**src/rtl/cga_pkg.sv**
```systemverilog
// rtl/cga_pkg.sv - pixel depth encodings and per-depth helper functions
package cga_pkg;

  typedef enum logic [1:0] {
    BPP_1    = 2'd0,
    BPP_2    = 2'd1,
    BPP_4    = 2'd2,
    BPP_RSVD = 2'd3
  } bpp_e;

  // The reserved encoding behaves as 1 bpp.
  function automatic int bpp_bits(logic [1:0] bpp);
    case (bpp_e'(bpp))
      BPP_2:   return 2;
      BPP_4:   return 4;
      default: return 1;
    endcase
  endfunction

  function automatic int pix_per_word(logic [1:0] bpp, int data_w);
    return data_w / bpp_bits(bpp);
  endfunction

endpackage

```
**src/rtl/cga_pix_fifo.sv**
```systemverilog
// rtl/cga_pix_fifo.sv - fetch-word FIFO with flush; a push in the flush cycle lands in the emptied FIFO
module cga_pix_fifo #(
  parameter int DATA_W     = 16,
  parameter int FIFO_DEPTH = 2
) (
  input  logic                              clk_i,
  input  logic                              reset_n_i,
  input  logic                              flush_i,
  input  logic                              push_i,
  input  logic [DATA_W-1:0]                 push_data_i,
  input  logic                              pop_i,
  output logic [$clog2(FIFO_DEPTH+1)-1:0]   count_o,
  output logic [DATA_W-1:0]                 head_o
);

  localparam int AW = $clog2(FIFO_DEPTH);
  localparam int CW = $clog2(FIFO_DEPTH + 1);

  logic [DATA_W-1:0] mem_q [FIFO_DEPTH];
  logic [AW-1:0]     wr_ptr_q, wr_ptr_d;
  logic [AW-1:0]     rd_ptr_q, rd_ptr_d;
  logic [CW-1:0]     count_q, count_d;
  logic [AW-1:0]     wr_idx;

  assign wr_idx  = flush_i ? '0 : wr_ptr_q;
  assign count_o = count_q;
  assign head_o  = mem_q[rd_ptr_q];

  always_comb begin
    wr_ptr_d = wr_ptr_q;
    rd_ptr_d = rd_ptr_q;
    count_d  = count_q;
    if (flush_i) begin
      rd_ptr_d = '0;
      wr_ptr_d = push_i ? AW'(1) : '0;
      count_d  = push_i ? CW'(1) : '0;
    end else begin
      if (push_i) wr_ptr_d = wr_ptr_q + AW'(1);
      if (pop_i)  rd_ptr_d = rd_ptr_q + AW'(1);
      count_d = count_q + CW'(push_i) - CW'(pop_i);
    end
  end

  always_ff @(posedge clk_i) begin
    if (!reset_n_i) begin
      wr_ptr_q <= '0;
      rd_ptr_q <= '0;
      count_q  <= '0;
    end else begin
      wr_ptr_q <= wr_ptr_d;
      rd_ptr_q <= rd_ptr_d;
      count_q  <= count_d;
    end
  end

  always_ff @(posedge clk_i) begin
    if (push_i) mem_q[wr_idx] <= push_data_i;
  end

endmodule

```
**src/rtl/cga_pixel_shifter.sv**
```systemverilog
// rtl/cga_pixel_shifter.sv - packed-pixel serializer with dot divider, display-enable delay and underrun flag
module cga_pixel_shifter
  import cga_pkg::*;
#(
  parameter int DATA_W     = 16,
  parameter int PIX_W      = 4,
  parameter int FIFO_DEPTH = 2,
  parameter int DE_DELAY   = 2
) (
  input  logic              clk_i,
  input  logic              reset_n_i,
  input  logic [1:0]        bpp_i,
  input  logic [1:0]        dot_div_i,
  input  logic              video_enabled_i,
  input  logic              line_start_i,
  input  logic [DATA_W-1:0] fetch_data_i,
  input  logic              fetch_valid_i,
  output logic              fetch_ready_o,
  input  logic              display_enable_i,
  output logic [PIX_W-1:0]  pix_out_o,
  output logic              pix_de_o,
  output logic              underrun_o
);

  localparam int RW = $clog2(DATA_W + 1);
  localparam int CW = $clog2(FIFO_DEPTH + 1);

  function automatic logic [3:0] top_pixel(logic [DATA_W-1:0] w, logic [1:0] b);
    case (bpp_bits(b))
      4:       top_pixel = w[DATA_W-1 -: 4];
      2:       top_pixel = {2'b00, w[DATA_W-1 -: 2]};
      default: top_pixel = {3'b000, w[DATA_W-1]};
    endcase
  endfunction

  logic                run_q;
  logic [DE_DELAY-1:0] de_sr_q;
  logic                pix_de_q;
  logic [1:0]          div_q, div_d;
  logic [DATA_W-1:0]   shreg_q, shreg_d;
  logic [RW-1:0]       rem_q, rem_d;
  logic [1:0]          bpp_lat_q, bpp_lat_d;
  logic [PIX_W-1:0]    pix_q, pix_d;
  logic                underrun_q, underrun_d;

  logic                de_d, tick, fetch_accept, fifo_pop, have_pix;
  logic [CW-1:0]       fifo_count;
  logic [DATA_W-1:0]   fifo_head, word;
  logic [1:0]          bits_sel;

  assign de_d          = de_sr_q[DE_DELAY-1];
  assign tick          = de_d && (div_q == dot_div_i);
  assign fetch_ready_o = run_q && (fifo_count < CW'(FIFO_DEPTH));
  assign fetch_accept  = fetch_valid_i && fetch_ready_o;
  assign pix_out_o     = pix_q;
  assign pix_de_o      = pix_de_q;
  assign underrun_o    = underrun_q;

  cga_pix_fifo #(
    .DATA_W     (DATA_W),
    .FIFO_DEPTH (FIFO_DEPTH)
  ) u_fifo (
    .clk_i       (clk_i),
    .reset_n_i   (reset_n_i),
    .flush_i     (line_start_i),
    .push_i      (fetch_accept),
    .push_data_i (fetch_data_i),
    .pop_i       (fifo_pop),
    .count_o     (fifo_count),
    .head_o      (fifo_head)
  );

  always_comb begin
    div_d = '0;
    if (de_d) div_d = (div_q == dot_div_i) ? 2'd0 : div_q + 2'd1;
    shreg_d    = shreg_q;
    rem_d      = rem_q;
    bpp_lat_d  = bpp_lat_q;
    pix_d      = pix_q;
    underrun_d = underrun_q;
    fifo_pop   = 1'b0;
    have_pix   = 1'b0;
    word       = shreg_q;
    bits_sel   = bpp_lat_q;
    if (line_start_i) begin
      shreg_d    = '0;
      rem_d      = '0;
      div_d      = '0;
      underrun_d = 1'b0;
    end else if (tick) begin
      if (rem_q != '0) begin
        rem_d    = rem_q - RW'(1);
        have_pix = 1'b1;
      end else if (fifo_count == '0) begin
        pix_d      = '0;
        underrun_d = 1'b1;
      end else begin
        // Word load: the first pixel of the new word goes out on this same tick.
        fifo_pop  = 1'b1;
        word      = fifo_head;
        bits_sel  = bpp_i;
        bpp_lat_d = bpp_i;
        rem_d     = RW'(pix_per_word(bpp_i, DATA_W) - 1);
        have_pix  = 1'b1;
      end
      if (have_pix) begin
        pix_d   = PIX_W'(top_pixel(word, bits_sel)) & {PIX_W{video_enabled_i}};
        shreg_d = word << bpp_bits(bits_sel);
      end
    end
  end

  always_ff @(posedge clk_i) begin
    if (!reset_n_i) begin
      run_q      <= 1'b0;
      de_sr_q    <= '0;
      pix_de_q   <= 1'b0;
      div_q      <= '0;
      shreg_q    <= '0;
      rem_q      <= '0;
      bpp_lat_q  <= '0;
      pix_q      <= '0;
      underrun_q <= 1'b0;
    end else begin
      run_q      <= 1'b1;
      de_sr_q[0] <= display_enable_i;
      for (int i = 1; i < DE_DELAY; i++) de_sr_q[i] <= de_sr_q[i-1];
      pix_de_q   <= de_d;
      div_q      <= div_d;
      shreg_q    <= shreg_d;
      rem_q      <= rem_d;
      bpp_lat_q  <= bpp_lat_d;
      pix_q      <= pix_d;
      underrun_q <= underrun_d;
    end
  end

endmodule
```
**config.mk**
```make
export PLATFORM = sky130hd
export DESIGN_NAME = cga_pixel_shifter
export DESIGN_NICKNAME = d
export VERILOG_FILES = /design/src/rtl/cga_pkg.sv /design/src/rtl/cga_pix_fifo.sv /design/src/rtl/cga_pixel_shifter.sv
export SDC_FILE = /design/constraint.sdc
export NUM_CORES = 1
export LEC_CHECK = 0
export ABC_AREA = 1
export CORE_ASPECT_RATIO = 2
export CORE_MARGIN = 1.5
export CORE_UTILIZATION = 28
export CTS_BUF_LIST = sky130_fd_sc_hd__clkbuf_2
export DETAILED_ROUTE_END_ITERATION = 8
export PLACE_DENSITY = 0.41
export SLEW_MARGIN = 5
export SYNTH_ARGS = -nofsm -noshare
export SYNTH_HDL_FRONTEND = slang
export SYNTH_SLANG_ARGS = --single-unit
```
**constraint.sdc**
```tcl
create_clock -name clk_i -period 8 [get_ports clk_i]
set_clock_uncertainty 0.1 [all_clocks]
set_input_delay 1.2 -clock clk_i [delete_from_list [all_inputs] [get_ports clk_i]]
set_output_delay 1.2 -clock clk_i [all_outputs]
set_load 0.02 [all_outputs]
```
==> results.yml <==
floorplan:
  die_w_um: 85.2
  die_area_um2: 14300
  pin_count: 33
  floorplan.core_area_um2: 13100
  die_height_um: 167
  row_count: 59
  initial_core_util_pct: 28.9
cells_and_area:
  mostFrequentLayoutCell: "sky130_fd_sc_hd__nand2_1"
  regArea_um2: 1740
  layout-area-overhead-vs-synth_pct: 13.9
  most-common-layout-cells: "sky130_fd_sc_hd__nand2_1 (111), sky130_fd_sc_hd__nand3_1 (105), sky130_fd_sc_hd__inv_1 (81)"
  post-route-util_pct: 33.0
  drive_above_1_share_pct: 6.30
  footprint_of_the_multi_input_gates_um2: 1610
  n_fill_cell: 1427
  final_cell_area_um2: 4310
  fin_nets: 555
worst_setup_path:
  worstReg2RegStart: "rem_q[0]$_SDFFE_PP0P_"
  worstSetupEndpointType: "flop"
  worstPathMaxFanout: 20
  crit_path_start_kind: "flop"
  start_to_end_type_of_the_worst_setup_path: "reg2reg"
  ff2ff_setup_slack_ns: 4.44
  worstRegToRegCells: 15
  critPathRequiredTime_ns: 8.37
  end_of_the_worst_register_to_register_path: "shreg_q[14]$_SDFFE_PP0P_"
  worst_ep_arrival_time_ns: 3.93
routing:
  drc_errors: 0
  routedWlPerCell_um: 13.7
  initialDrtViolationCount: 309
  first_pass_iters: 6
  antenna_violating_nets_post_route: 0
  routed-via-count: 3227
  vias_per_cell: 4.77
  route.final.wire_length_mm: 9.25
global_routing:
  grt_util_met2_pct: 25.3
  grt.total_usage_pct: 14.0
  first_global_vias: 3212
  grt_util_met3_pct: 2.41
  gr-max-usage-layer: "met2"
  antenna_found_initial: 1
  maximum_number_of_pins_on_one_net_before_global_route_repair: 29
  grt.overflow.total: 0
  grt_pass1_wl_mm: 15.7
  use_met1_pct: 15.6
worst_hold_path:
  min_from: "de_sr_q[0]$_SDFF_PN0_"
  whs_path_depth: 2
  whs_endpoint: "de_sr_q[1]$_SDFF_PN0_"
  hp-class: "reg2reg"
placement:
  place.port_buffers: 32
  placed_cell_area_um2: 4200
  gp_congestion: 0.812
  hpwlAfterDp_mm: 6.72
timing:
  max_slew.worst_pin.slew_ns: 0.790
  finalCritPeriodShare_pct: 44.5
  setup_repair_after_global_routing_missed_its_margin: "no"
  final-max-slew-violation-count: 0
  slew_headroom_pct: 47.4
  finalSetupViolations: 0
  timing.setup.tns_ns: 0
  finalCriticalPeriod_ns: 3.56
  timing.final.hold_violations: 0
  timing.fmax_mhz: 281
power:
  switching_share_pct: 29.1
  clock_power_share_pct: 29.8
  power.share.sequential_pct: 55.7
  power_density_of_the_placed_cells_nw_per_um2: 162
  p_total_mw: 0.697
  pwr-share-comb_pct: 14.6
  static_leakage_power_nw: 1.93
  max-vdd-ir-drop_mv: 0.0703
  p_switching_mw: 0.203
  power_report.internal_total_mw: 0.494
logic_synthesis:
  seq_area_frac_synth_pct: 46.1
  post_synth_main_area_contributors: "sky130_fd_sc_hd__edfxtp_1 (25%), sky130_fd_sc_hd__dfxtp_1 (21%), sky130_fd_sc_hd__nand3_1 (14%)"
  synthFlopType: "sky130_fd_sc_hd__dfxtp_1"
  number_of_cells_produced_by_synthesis: 492
  synth_top_area_cell: "sky130_fd_sc_hd__edfxtp_1"
  synth_fp_nets: 528
  synthesis.area_um2: 3780
  synth_register_bits: 71
  yosysWarningCount: 0
  yosys.cell_types.count: 31
  postSynth.asyncResetShare_pct: 0
  count_of_flip_flops_with_a_built_in_enable_after_synthesis: 32
  synth_area_per_cell_um2: 7.69
  post_synth_top_area_share_pct: 25.4
clock_network:
  clkSinkCount: 71
  cts_buffer_depth: 2
  h-tree-depth: 3
  cts_tree: "done"
  cts.clk_slew.worst_paths_ns: 0.21
  clk_latency_ns: 0.53
  clk_root_buffer_cell: "sky130_fd_sc_hd__clkbuf_2"
  hold_buffers: 0
  cts_setup_buffers: 0
  post_cts_sizing_count: 0
  number_of_buffers_added_by_the_clock_tree_synthesis_step: 9
status:
  status: "finished clean"
run:
  max-cap-violations: 0
-- power by group through the flow --
stage / combinational [mW] / clock (mW) / sequential, mW
after floorplan: 0.0693 / 0 / 0.396
after global routing: 0.115 / 0.235 / 0.389
after CTS: 0.102 / 0.222 / 0.388
after global placement: 0.102 / 0 / 0.396
after detailed placement: 0.101 / 0 / 0.396
final: 0.101 / 0.208 / 0.388
-- stage by stage --
| stage | setup slack [ns] | std cells | hold slack (ns) |
|---|---|---|---|
| global route | 4.02 | 677 | 0.354 |
| detailed placement | 4.04 | 660 | 0.304 |
| finish | 4.44 | 677 | 0.337 |
| floorplan | 5.15 | 492 | 0.290 |
| CTS | 4.47 | 676 | 0.340 |
| global placement | 4.06 | 660 | 0.304 |
-- cells by family (layout without fill, tap and decap cells) --
logic type	count (synthesis)	after routing	share of synthesized area, %
other	0	1	0
flip-flops	71	71	46.1
adder cells (fa/ha/maj)	10	10	3.31
buffers and inverters	102	134	11.3
AND/OR/NAND/NOR	260	260	31.9
AO/OA/AOI/OAI	44	44	6.25
XOR/XNOR	5	5	1.16
-- flip-flops by register name (all words and copies together) (netlist names), named ones only --
name             flops
u_fifo.wr_ptr_q      1
u_fifo.count_o       2
run_q                1
rem_q                5
pix_de_o             1
shreg_q             16
u_fifo.mem_q        32
u_fifo.rd_ptr_q      1
bpp_lat_q            2
underrun_o           1
de_sr_q              2
div_q                2
pix_out_o            4
-- layer usage --
layer | vias to the layer above | part of all wire, %
li1 | 1645 | -
met1 | 1482 | 41
met2 | 85 | 54
met3 | 15 | 3.3
met4 | 0 | 2.1
met5 | - | 0
-- synth_stat cells (3+ instances only) --
master / n
sky130_fd_sc_hd__a211oi_1: 3
sky130_fd_sc_hd__a21oi_1: 23
sky130_fd_sc_hd__buf_2: 5
sky130_fd_sc_hd__buf_6: 4
sky130_fd_sc_hd__clkbuf_1: 5
sky130_fd_sc_hd__dfxtp_1: 39
sky130_fd_sc_hd__edfxtp_1: 32
sky130_fd_sc_hd__ha_1: 10
sky130_fd_sc_hd__inv_1: 81
sky130_fd_sc_hd__inv_2: 3
sky130_fd_sc_hd__nand2_1: 111
sky130_fd_sc_hd__nand3_1: 105
sky130_fd_sc_hd__nand4_1: 3
sky130_fd_sc_hd__nor2_1: 21
sky130_fd_sc_hd__nor2_2: 4
sky130_fd_sc_hd__nor2_4: 4
sky130_fd_sc_hd__nor3_1: 4
sky130_fd_sc_hd__o21ai_0: 13
sky130_fd_sc_hd__xor2_1: 3
-- critical path, cell delays in order (launching register included) --
cell and delay, ns:
sky130_fd_sc_hd__dfxtp_1 0.35, sky130_fd_sc_hd__inv_1 0.16, sky130_fd_sc_hd__ha_1 0.20, sky130_fd_sc_hd__inv_1 0.05, sky130_fd_sc_hd__nor2_2 0.20, sky130_fd_sc_hd__nand3_4 0.28
sky130_fd_sc_hd__inv_2 0.17, sky130_fd_sc_hd__o21ai_0 0.18, sky130_fd_sc_hd__inv_1 0.10, sky130_fd_sc_hd__ha_1 0.67, sky130_fd_sc_hd__inv_1 0.46, sky130_fd_sc_hd__nand3_1 0.23
sky130_fd_sc_hd__nand3_1 0.12, sky130_fd_sc_hd__nand3_1 0.12, sky130_fd_sc_hd__nand2_1 0.05, sky130_fd_sc_hd__inv_1 0.06
-- worst max-delay path by stage --
stage,startpoint,to,cells past startpoint
after detailed placement,bpp_i[0],shreg_q[10]$_SDFFE_PP0P_,12
after global routing,rem_q[0]$_SDFFE_PP0P_,shreg_q[10]$_SDFFE_PP0P_,15
after global placement,bpp_i[0],shreg_q[10]$_SDFFE_PP0P_,12
after CTS,rem_q[1]$_SDFFE_PP0P_,shreg_q[10]$_SDFFE_PP0P_,15
after floorplan,dot_div_i[1],u_fifo.count_o[1]$_SDFF_PP0_,12
final,rem_q[0]$_SDFFE_PP0P_,shreg_q[14]$_SDFFE_PP0P_,15
-- area by class of cell --
cell class / instances / share of cell area [%]
Sequential cell: 71 / 40.4
Timing Repair Buffer: 34 / 7.78
Tap cell: 152 / 4.41
Clock buffer: 10 / 1.16
Antenna cell: 1 / 0.0581
Clock inverter: 6 / 1.39
Inverter: 84 / 7.32
Multi-Input combinational cell: 319 / 37.4
(Power assumes the default switching activity.)
